File: config.mk
export PLATFORM = sky130hd
export DESIGN_NAME = pipa_pulse_conditioner
export DESIGN_NICKNAME = d
export VERILOG_FILES = /design/src/rtl/pipa_pulse_conditioner.sv
export SDC_FILE = /design/constraint.sdc
export NUM_CORES = 1
export LEC_CHECK = 0
export CELL_PAD_IN_SITES_DETAIL_PLACEMENT = 1
export CELL_PAD_IN_SITES_GLOBAL_PLACEMENT = 1
export CORE_MARGIN = 3
export CORE_UTILIZATION = 46
export DETAILED_ROUTE_END_ITERATION = 16
export PLACE_DENSITY = 0.85
export SLEW_MARGIN = 20
export SYNTH_ARGS = -nofsm -noshare
export SYNTH_HDL_FRONTEND = slang
export SYNTH_SLANG_ARGS = --single-unit
File: constraint.sdc
create_clock -name clk -period 5.4 [get_ports clk]
set_input_delay 1.35 -clock clk [delete_from_list [all_inputs] [get_ports clk]]
set_output_delay 1.35 -clock clk [all_outputs]
set_load 0.005 [all_outputs]
File: src/rtl/pipa_pulse_conditioner.sv
// PIPA pulse front-end: synchronises and samples the six accelerometer pulse lines,
// keeps a signed pending count per axis and issues one inc/dec request at a time.
// Optional build macro: PIPA_DROP_ON_FAIL_EN (a both-polarity sample zeroes the axis count).
module pipa_pulse_conditioner #(
  parameter int CNT_W       = 4,
  parameter int SYNC_STAGES = 2
) (
  input  logic             clk,
  input  logic             rst,
  input  logic             PIPAXp,
  input  logic             PIPAXm,
  input  logic             PIPAYp,
  input  logic             PIPAYm,
  input  logic             PIPAZp,
  input  logic             PIPAZm,
  input  logic             PIPSAM,
  input  logic             req_ack,
  input  logic             fail_clr,
  output logic             req_valid,
  output logic [1:0]       req_axis,
  output logic             req_minus,
  output logic [CNT_W-1:0] pend_x,
  output logic [CNT_W-1:0] pend_y,
  output logic [CNT_W-1:0] pend_z,
  output logic [2:0]       pipa_fail,
  output logic [2:0]       pend_ovf
);

  localparam logic signed [CNT_W:0] P_MAX = (CNT_W+1)'((1 << (CNT_W-1)) - 1);
  localparam logic signed [CNT_W:0] P_MIN = (CNT_W+1)'(-(1 << (CNT_W-1)));
  localparam logic [CNT_W:0]        ONE   = (CNT_W+1)'(1);

  typedef enum logic {
    S_IDLE = 1'b0,
    S_REQ  = 1'b1
  } state_t;

  // ---------------------------------------------------------------------------
  // Input synchroniser, one bit pair per axis: {Zm,Zp,Ym,Yp,Xm,Xp}
  // ---------------------------------------------------------------------------
  logic [5:0]                   raw;
  logic [SYNC_STAGES-1:0][5:0]  sync_q;
  logic [5:0]                   syn;

  assign raw = {PIPAZm, PIPAZp, PIPAYm, PIPAYp, PIPAXm, PIPAXp};
  assign syn = sync_q[SYNC_STAGES-1];

  // NOTE: the synchroniser chain is ordinary state, so it takes the async reset too;
  // sequential blocks use non-blocking assignments so every flop sees pre-edge values.
  always_ff @(posedge clk or negedge rst) begin
    if (!rst) begin
      sync_q <= '0;
    end else begin
      sync_q <= {sync_q[SYNC_STAGES-2:0], raw};
    end
  end

  logic [2:0] samp_p;
  logic [2:0] samp_m;
  logic [2:0] both;

  always_comb begin
    samp_p = '0;
    samp_m = '0;
    for (int a = 0; a < 3; a++) begin
      samp_p[a] = PIPSAM & syn[2*a];
      samp_m[a] = PIPSAM & syn[2*a+1];
    end
  end

  assign both = samp_p & samp_m;

  // ---------------------------------------------------------------------------
  // Request state
  // ---------------------------------------------------------------------------
  state_t     state_q, state_d;
  logic [1:0] axis_q, axis_d;
  logic       minus_q, minus_d;
  logic [1:0] last_q, last_d;
  logic       ack_fire;

  assign ack_fire = (state_q == S_REQ) && req_ack;

  // ---------------------------------------------------------------------------
  // Pending counters
  // ---------------------------------------------------------------------------
  logic [2:0][CNT_W-1:0] pend_q, pend_d;
  logic [2:0]            fail_q, fail_d;
  logic [2:0]            ovf_q, ovf_d;
  logic [2:0]            ovf_set;

  // NOTE: every combinational output gets a default before any branch, so no latch is inferred.
  always_comb begin
    logic [CNT_W:0] s_delta;
    logic [CNT_W:0] a_delta;
    logic [CNT_W:0] sum;
    pend_d  = pend_q;
    ovf_set = '0;
    s_delta = '0;
    a_delta = '0;
    sum     = '0;
    for (int a = 0; a < 3; a++) begin
      s_delta = '0;
      if (samp_p[a] && !samp_m[a]) begin
        s_delta = ONE;
      end else if (samp_m[a] && !samp_p[a]) begin
        s_delta = '1;
      end
      // An ack retires one unit of the outstanding request, so it moves the count toward 0.
      a_delta = '0;
      if (ack_fire && (axis_q == 2'(a))) begin
        a_delta = minus_q ? ONE : '1;
      end
      sum = {pend_q[a][CNT_W-1], pend_q[a]} + s_delta + a_delta;
      if ($signed(sum) > P_MAX) begin
        pend_d[a]  = P_MAX[CNT_W-1:0];
        ovf_set[a] = 1'b1;
      end else if ($signed(sum) < P_MIN) begin
        pend_d[a]  = P_MIN[CNT_W-1:0];
        ovf_set[a] = 1'b1;
      end else begin
        pend_d[a] = sum[CNT_W-1:0];
      end
`ifdef PIPA_DROP_ON_FAIL_EN
      if (both[a]) begin
        pend_d[a]  = '0;
        ovf_set[a] = 1'b0;
      end
`endif
    end
  end

  // A new error in the same cycle as fail_clr still lands.
  assign fail_d = (fail_clr ? 3'b000 : fail_q) | both;
  assign ovf_d  = (fail_clr ? 3'b000 : ovf_q)  | ovf_set;

  always_ff @(posedge clk or negedge rst) begin
    if (!rst) begin
      pend_q <= '0;
      fail_q <= '0;
      ovf_q  <= '0;
    end else begin
      pend_q <= pend_d;
      fail_q <= fail_d;
      ovf_q  <= ovf_d;
    end
  end

  // ---------------------------------------------------------------------------
  // Round-robin pick, starting after the last-served axis
  // ---------------------------------------------------------------------------
  function automatic logic [1:0] rr_next(input logic [1:0] a);
    return (a == 2'd2) ? 2'd0 : a + 2'd1;
  endfunction

  logic [2:0] nz;
  logic       found;
  logic [1:0] pick;
  logic [1:0] cand;

  always_comb begin
    for (int a = 0; a < 3; a++) begin
      nz[a] = |pend_q[a];
    end
  end

  always_comb begin
    found = 1'b0;
    pick  = 2'd0;
    cand  = last_q;
    for (int k = 0; k < 3; k++) begin
      cand = rr_next(cand);
      if (!found && nz[cand]) begin
        found = 1'b1;
        pick  = cand;
      end
    end
  end

  // ---------------------------------------------------------------------------
  // Request FSM
  // ---------------------------------------------------------------------------
  always_ff @(posedge clk or negedge rst) begin
    if (!rst) begin
      state_q <= S_IDLE;
      axis_q  <= 2'd0;
      minus_q <= 1'b0;
      last_q  <= 2'd0;
    end else begin
      state_q <= state_d;
      axis_q  <= axis_d;
      minus_q <= minus_d;
      last_q  <= last_d;
    end
  end

  always_comb begin
    state_d = state_q;
    axis_d  = axis_q;
    minus_d = minus_q;
    last_d  = last_q;
    case (state_q)
      S_IDLE: begin
        if (found) begin
          state_d = S_REQ;
          axis_d  = pick;
          minus_d = pend_q[pick][CNT_W-1];
        end
      end
      S_REQ: begin
        // Held until acked even if the count has since crossed zero.
        if (req_ack) begin
          state_d = S_IDLE;
          last_d  = axis_q;
        end
      end
      default: state_d = S_IDLE;
    endcase
  end

  assign req_valid = (state_q == S_REQ);
  assign req_axis  = axis_q;
  assign req_minus = minus_q;
  assign pend_x    = pend_q[0];
  assign pend_y    = pend_q[1];
  assign pend_z    = pend_q[2];
  assign pipa_fail = fail_q;
  assign pend_ovf  = ovf_q;

endmodule

==> results of run 1 <==
[area by class of cell]
class                   instances  area (um2)
multi-input cells             139        1269
flip-flops and latches         36       900.9
fillers                       469        1783
well taps                      52       65.06
inverters                      16       60.06
clock inverters                 3       42.54
repair buffers                 32       315.3
clock buffers                   5       68.82
[logic make-up after synthesis]
logic type,after synthesis,synth area share [%]
compound gates,46,12.96
fa+ha+maj,36,22.22
flops,36,40.40
simple gates,33,11.95
xor+xnor,21,8.249
buf+inv,16,2.694
mux,3,1.515
[power by group through the flow]
stage | logic (W) | clock network, W | registers (W)
finish | 0.000934 | 0.000240 | 0.000518
global route | 0.00107 | 0.000262 | 0.000533
CTS | 0.000953 | 0.000247 | 0.000521
detailed placement | 0.000943 | 0 | 0.000524
global placement | 0.000878 | 0 | 0.000518
floorplan | 0.000619 | 0 | 0.000494
[worst min path at each step]
stage | start | slack [ns] | endpoint | cells after the start
2_1_floorplan | sync_q[0] | 0.33 | syn[0] | 0
5_1_grt | sync_q[2] | 0.36 | syn[2] | 0
4_1_cts | sync_q[2] | 0.35 | syn[2] | 0
3_5_place_dp | sync_q[2] | 0.34 | syn[2] | 0
3_3_place_gp | sync_q[1] | 0.33 | syn[1] | 0
6_report | sync_q[2] | 0.35 | syn[2] | 0
[cell usage in the layout (no fill, tap or decap), drive strengths merged, types with 2 or more instances in the layout]
master	instances
nor2	7
nor4b	2
xnor2	15
inv	16
mux2	3
a21o	18
nor4	4
clkbuf	5
xor2	6
clkdlybuf4s50	31
and2	4
a21oi	8
fa	6
nand2	8
nor2b	3
ha	30
nor3b	2
o21ai	15
dfrtp	36
[registers in the layout, indices dropped and copies added, names as in the netlist]
name / flops
req_minus: 1
req_valid: 1
sync_q: 6
pend_ovf: 3
syn: 6
pipa_fail: 3
pend_y: 4
pend_z: 4
last_q: 2
req_axis: 2
pend_x: 4
[through the flow]
step	utilization (%)	power, W	std cells
4_1_cts	60.42	0.001720	283
6_report	60.42	0.001692	283
3_3_place_gp	57.94	0.001397	275
3_5_place_dp	57.94	0.001467	275
2_1_floorplan	-	0.001114	191
5_1_grt	60.42	0.001863	283
[routing by layer]
metal	vias to the layer above	routed length, um
met4	0	56
met2	29	2460
met1	740	2203
li1	729	-
met5	-	0
met3	6	161
==> results.md, run 1 <==
* RSZ-0062 raised after global routing: no
* Largest net degree at the start of global routing at 37
* FF-to-FF setup slack at roughly 2.4 ns
* Overall routing resource usage at between 10% and 20%
* Top_reg_cell synth: dfrtp_1
* Vias per cell at 5.314
* Area grow syn2layout at 22.05%
* Initial antenna violation count at 0
* Main area contributors after synthesis: dfrtp_1 40%, ha_1 17%, a21o_1 6.1%, xnor2_1 5.9%, fa_1 5.4%
* HP Class: reg -> reg
* Syn avg cell area at 11.67 um2
* Yosys warning total at 0
* Tcrit/Tclk final at 76.27%
* Root Driver: clkbuf_8
* # nets final at between 200 and 300
* Slew headroom at 47.06%
* Initial DRT Pass Iterations at 4
* Post-detailed-route DRC marker count at 0
* WL per Instance at 17.25 um
* Netlist cell types at 30
* Worst r2r path cells at 12
* CP arrival at 4.35 ns
* Fin Hold WS at 0.3468 ns
* Met2 Usage GRT at 33.94%
* IO Pins at 33
* Post-synthesis cell count at 191
* Number of synthesized register bits at 36
* Worst setup startpoint: PIPSAM
* Final setup viols at 0
* Die H at about 76 um
* Slowest stage delay, CP at between 0.5 and 0.6 ns
* Placement Cell Area at 2610 um2
* Reg clk slew, reported paths at approximately 0.070 ns
* Sequential fraction of design power at between 30% and 40%
* WP depth at 13
* Most common library cells after synthesis: 36 x dfrtp_1, 30 x ha_1, 18 x a21o_1
* CP max-delay cell: clkdlybuf4s50_1
* Post-synthesis sequential area ratio at between 40% and 50%
* Row count at 24
* Top Family by Delay on Critical Path: compound AO/OA/AOI/OAI gates
* Gate power share at 55.2%
* Layout cell share with drive strength beyond 1 at under 10%
* Area leader, netlist: dfrtp_1
* DIE AREA at 5718 um2
* Total gr overflow at 0
* Critical path destination: pend_y[0]
* CP endpoint kind: register
* Routability cong. at 0.9034
* Worst Tran Pin Value at ~0.79 ns
* Top-count cell post-synth: dfrtp_1
* CTS Sinks at 36
* IR drop worst, VDD at 0.3656 mV
* First DRT Iteration DRCs at 90
* Core box area at 4504 um2
* CTS tree: done
* Mapped Area at 2230 um2
* Post-synth top area share at 40.40%
* Final Max Tran Viols at 0
* Maxcap violations at 0
* Initial Util at 49.50%
* Vias at 1504
* Post-synth EDFFs at 0
* Crit Path Category: in -> reg
* Fin crit period at 4.119 ns
* # resized after CTS at 0
* PortBufs at 32
* Vias in the first global route at 1631
* Latest clock arrival within the worst-skew pair at 0.30 ns
* Met1 usage at 25.19%
* Most used cell, CP: ha_1
* FF-to-FF Start: req_axis[1]
* Setup WS pre-CTS at 0.9910 ns
* Total negative slack at 0 ns
* Final wirelength at 4.881 mm
* Die X at 75.62 um
* CTS Buffer Depth at 2
* Final Cell Area at 2721 um2
* Final Worst Setup Slack at 1.281 ns
* Max Clock Skew at 0.005227 ns
* CP required at 5.63 ns
* Met3 usage at under 10%
* Reg-to-reg endpoint: pend_z[1]
* First-pass GRT wire length at 8.259 mm
* Busiest grt layer: met2
* Psw at between 0.0006 and 0.0007 W
* Worst Setup Start Kind: input port
* Post-CTS setup buffers at 0
* CTS Buf Count at 5
* Highest Clock Rate at ~240 MHz
* Sw frac at 40.92%
* H-tree depth at 2
* CTS Hold Bufs at 0
* Placed wire-length estimate at 3.842 mm
* Crit-path max FO at 6
* Diode count at 0
* Ys async rst share at 100.0%
* Synthesized Nets at ~240
* Post-route antenna net violation count at 0
* Final Hold Fails at 0
* Pint at roughly 0.001 W
* Crit path buf inv count at 3
* Clock share of power at 14.2%
* Leakage at 1.303 nW
* PwrDens at 621.8 nW/um2
* Cell Chain, Critical Path: clkdlybuf4s50_1 > and2_1 > ha_1 > nand2_1 > o21ai_0 > ha_1 > a21o_1 > a21oi_1 > xor2_1 > inv_1 > ha_1 > inv_1 > a21o_1
* Status: complete, no violations
(Power assumes the default switching activity.)
==> run 2: changes to the inputs <==
--- a/config.mk
+++ b/config.mk
@@ -8,9 +8,9 @@
 export CELL_PAD_IN_SITES_DETAIL_PLACEMENT = 1
 export CELL_PAD_IN_SITES_GLOBAL_PLACEMENT = 1
 export CORE_MARGIN = 3
-export CORE_UTILIZATION = 46
+export CORE_UTILIZATION = 39
 export DETAILED_ROUTE_END_ITERATION = 16
-export PLACE_DENSITY = 0.85
+export PLACE_DENSITY = 0.77
 export SLEW_MARGIN = 20
 export SYNTH_ARGS = -nofsm -noshare
 export SYNTH_HDL_FRONTEND = slang
==> constraint.sdc (replaced) <==
create_clock -name clk -period 3.6 [get_ports clk]
set_input_delay 0.9 -clock clk [delete_from_list [all_inputs] [get_ports clk]]
set_output_delay 0.9 -clock clk [all_outputs]
set_load 0.005 [all_outputs]
==> run 2 against run 1 <==
Combinational power rose by 71%; die area rose by 16%; cell count rose by 16%; clock power rose by 25%; first-iteration DRC count fell by 68%; largest cell class unchanged; sequential share of layout area fell by 3.2 points; global-route usage fell by 2.3 points; cell area rose by 11%; via count rose by 9.6%; wire length rose by 8.2%; critical path type unchanged; register-to-register slack got worse by 1.7 ns; sequential power rose by 50%.
==> results.md, run 2 (synthesis results as in run 1) <==
* Fin crit period at approximately 3.5 ns
* CTS Hold Bufs at 0 (unchanged)
* Worst Setup Start Kind: input port (unchanged)
* Total gr overflow at 0 (unchanged)
* CTS Sinks at 36 (unchanged)
* CP arrival at 3.68 ns (was 4.35 ns)
* Die X at 81.61 um (was 75.62 um)
* WL per Instance at 16.10 um (was 17.25 um)
* PwrDens at 889.7 nW/um2 (was 621.8 nW/um2)
* Fin Hold WS at 0.3527 ns (was 0.3468 ns)
* Layout Utilization at 56.72% (was 60.42%)
* Crit Path Category: in -> reg (unchanged)
* Routability cong. at 0.7979 (was 0.9034)
* Worst Tran Pin Value at 0.4602 ns (was 0.7942 ns)
* PortBufs at 32 (unchanged)
* Setup WS pre-CTS at -0.2810 ns (was 0.9910 ns)
* Initial Util at 42.05% (was 49.50%)
* Die H at 81.61 um (was 75.62 um)
* CP required at 3.79 ns (was 5.63 ns)
* IR drop worst, VDD at 0.4757 mV (was 0.3656 mV)
* Final setup viols at 0 (unchanged)
* H-tree depth at 2 (unchanged)
* CTS Buf Count at 5 (unchanged)
* Diode count at 0 (unchanged)
* Post-detailed-route DRC marker count at 0 (unchanged)
* Initial antenna violation count at 0 (unchanged)
* Max Clock Skew at 0.005653 ns (was 0.005227 ns)
* Cell Chain, Critical Path: clkdlybuf4s50_1 > nand2_4 > nor4b_4 > buf_4 > xnor2_2 > xnor2_1 > ha_1 > fa_1 > xnor2_1 > inv_1 > ha_1 > a21o_1 (was clkdlybuf4s50_1 > and2_1 > ha_1 > nand2_1 > o21ai_0 > ha_1 > a21o_1 > a21oi_1 > xor2_1 > inv_1 > ha_1 > inv_1 > a21o_1)
* DIE AREA at 6660 um2 (was 5718 um2)
* CTS Buffer Depth at 2 (unchanged)
* Final Worst Setup Slack at 0.1078 ns (was 1.281 ns)
* Final wirelength at 5.282 mm (was 4.881 mm)
* CP max-delay cell: clkdlybuf4s50_1 (unchanged)
* Final Hold Fails at 0 (unchanged)
* IO Pins at 33 (unchanged)
* First-pass GRT wire length at 8.769 mm (was 8.259 mm)
* First DRT Iteration DRCs at 29 (was 90)
* Status: complete, no violations (unchanged)
* Layout cell share with drive strength beyond 1 at 22.48% (was 8.658%)
* Final Max Tran Viols at 0 (unchanged)
* Vias per cell at 5.024 (was 5.314)
* Row count at 26 (was 24)
* HP Class: reg -> reg (unchanged)
* Slowest stage delay, CP at 0.51 ns (was 0.57 ns)
* Vias at 1648 (was 1504)
* Crit-path max FO at 5 (was 6)
* Commonest cells after routing, fill and taps aside: 36 x dfrtp_1, 31 x clkdlybuf4s50_1, 29 x ha_1 (was 36 x dfrtp_1, 31 x clkdlybuf4s50_1, 30 x ha_1)
* CP endpoint kind: register (unchanged)
* Highest Clock Rate at 286.4 MHz
* Core box area at 5303 um2 (was 4504 um2)
* Most common cell after layout, fill and taps aside: dfrtp_1 (unchanged)
* Tcrit/Tclk final at between 90% and 100%
* Placement Cell Area at 2803 um2 (was 2610 um2)
* Reg clk slew, reported paths at 0.08 ns (was 0.07 ns)
* Total power draw at 0.002676 W (was 0.001692 W)
* Root Driver: clkbuf_8 (unchanged)
* Final Cell Area at 3008 um2 (was 2721 um2)
* Latest clock arrival within the worst-skew pair at 0.29 ns (was 0.30 ns)
* Area grow syn2layout at 34.90% (was 22.05%)
* CTS tree: done (unchanged)
* Leakage at 1.460 nW (was 1.303 nW)
* Slew headroom at 69.32% (was 47.06%)
* Initial DRT Pass Iterations at 4 (unchanged)
* Maxcap violations at 0 (unchanged)
* # nets final at 304 (was 277)
* Post-route antenna net violation count at 0 (unchanged)
* Overall routing resource usage at 17.58% (was 19.85%)
* Vias in the first global route at 1814 (was 1631)
* Placed wire-length estimate at 4.007 mm (was 3.842 mm)
* Largest net degree at the start of global routing at 37 (unchanged)
## run 2: where the power goes
part	internal (W)	total, W	switching [W]
clock network	0.000137	0.000300	0.000163
logic	0.000884	0.00160	0.000714
registers	0.000552	0.000778	0.000226
total	0.00157	0.00268	0.00110
## run 2: final timing paths
| kind | from | to | slack [ns] | cells after the start |
|---|---|---|---|---|
| max | req_ack | pend_z[0] | 0.11 | 12 |
| min reg2reg | sync_q[3] | syn[3] | 0.35 | 0 |
| min in group asynchronous | rst | pend_z[0] | 1.02 | 2 |
| max in group asynchronous | rst | pend_x[3] | 2.25 | 2 |
| min | sync_q[3] | syn[3] | 0.35 | 0 |
| max reg2reg | req_valid | pend_z[0] | 0.68 | 11 |
## run 2: timing repair
item	CTS	global route
gates resized for setup	0	15
setup buffers	0	5
endpoints found under the setup margin	0	15
## run 2: through the flow
stage                     cells  TNS (ns)
after floorplan             191         0
after global placement      315    -1.390
after detailed placement    315    -3.513
after CTS                   323         0
after global routing        328  -0.06175
final                       328         0
## run 2: cell type report
cell class,instances,area (um2)
clock buffers,5,68.82
multi-input cells,139,1341
fillers,583,2295
flip-flops and latches,36,900.9
well taps,70,87.58
clock inverters,3,23.77
repair buffers,59,525.5
inverters,16,60.06
## run 2: metal layers
layer | global-route usage (%) | wire length [um]
met4 | 4.485 | 62
met3 | 3.289 | 188
met1 | 22.49 | 2248
met2 | 30.54 | 2782
met5 | 0 | 0
## run 2: critical path: cells and delay by family
kind | cells | cell delay, ns
compound gates | 1 | 0.17
xor+xnor | 3 | 0.55
fa+ha+maj | 3 | 0.86
buf+inv | 3 | 0.78
simple gates | 2 | 0.42
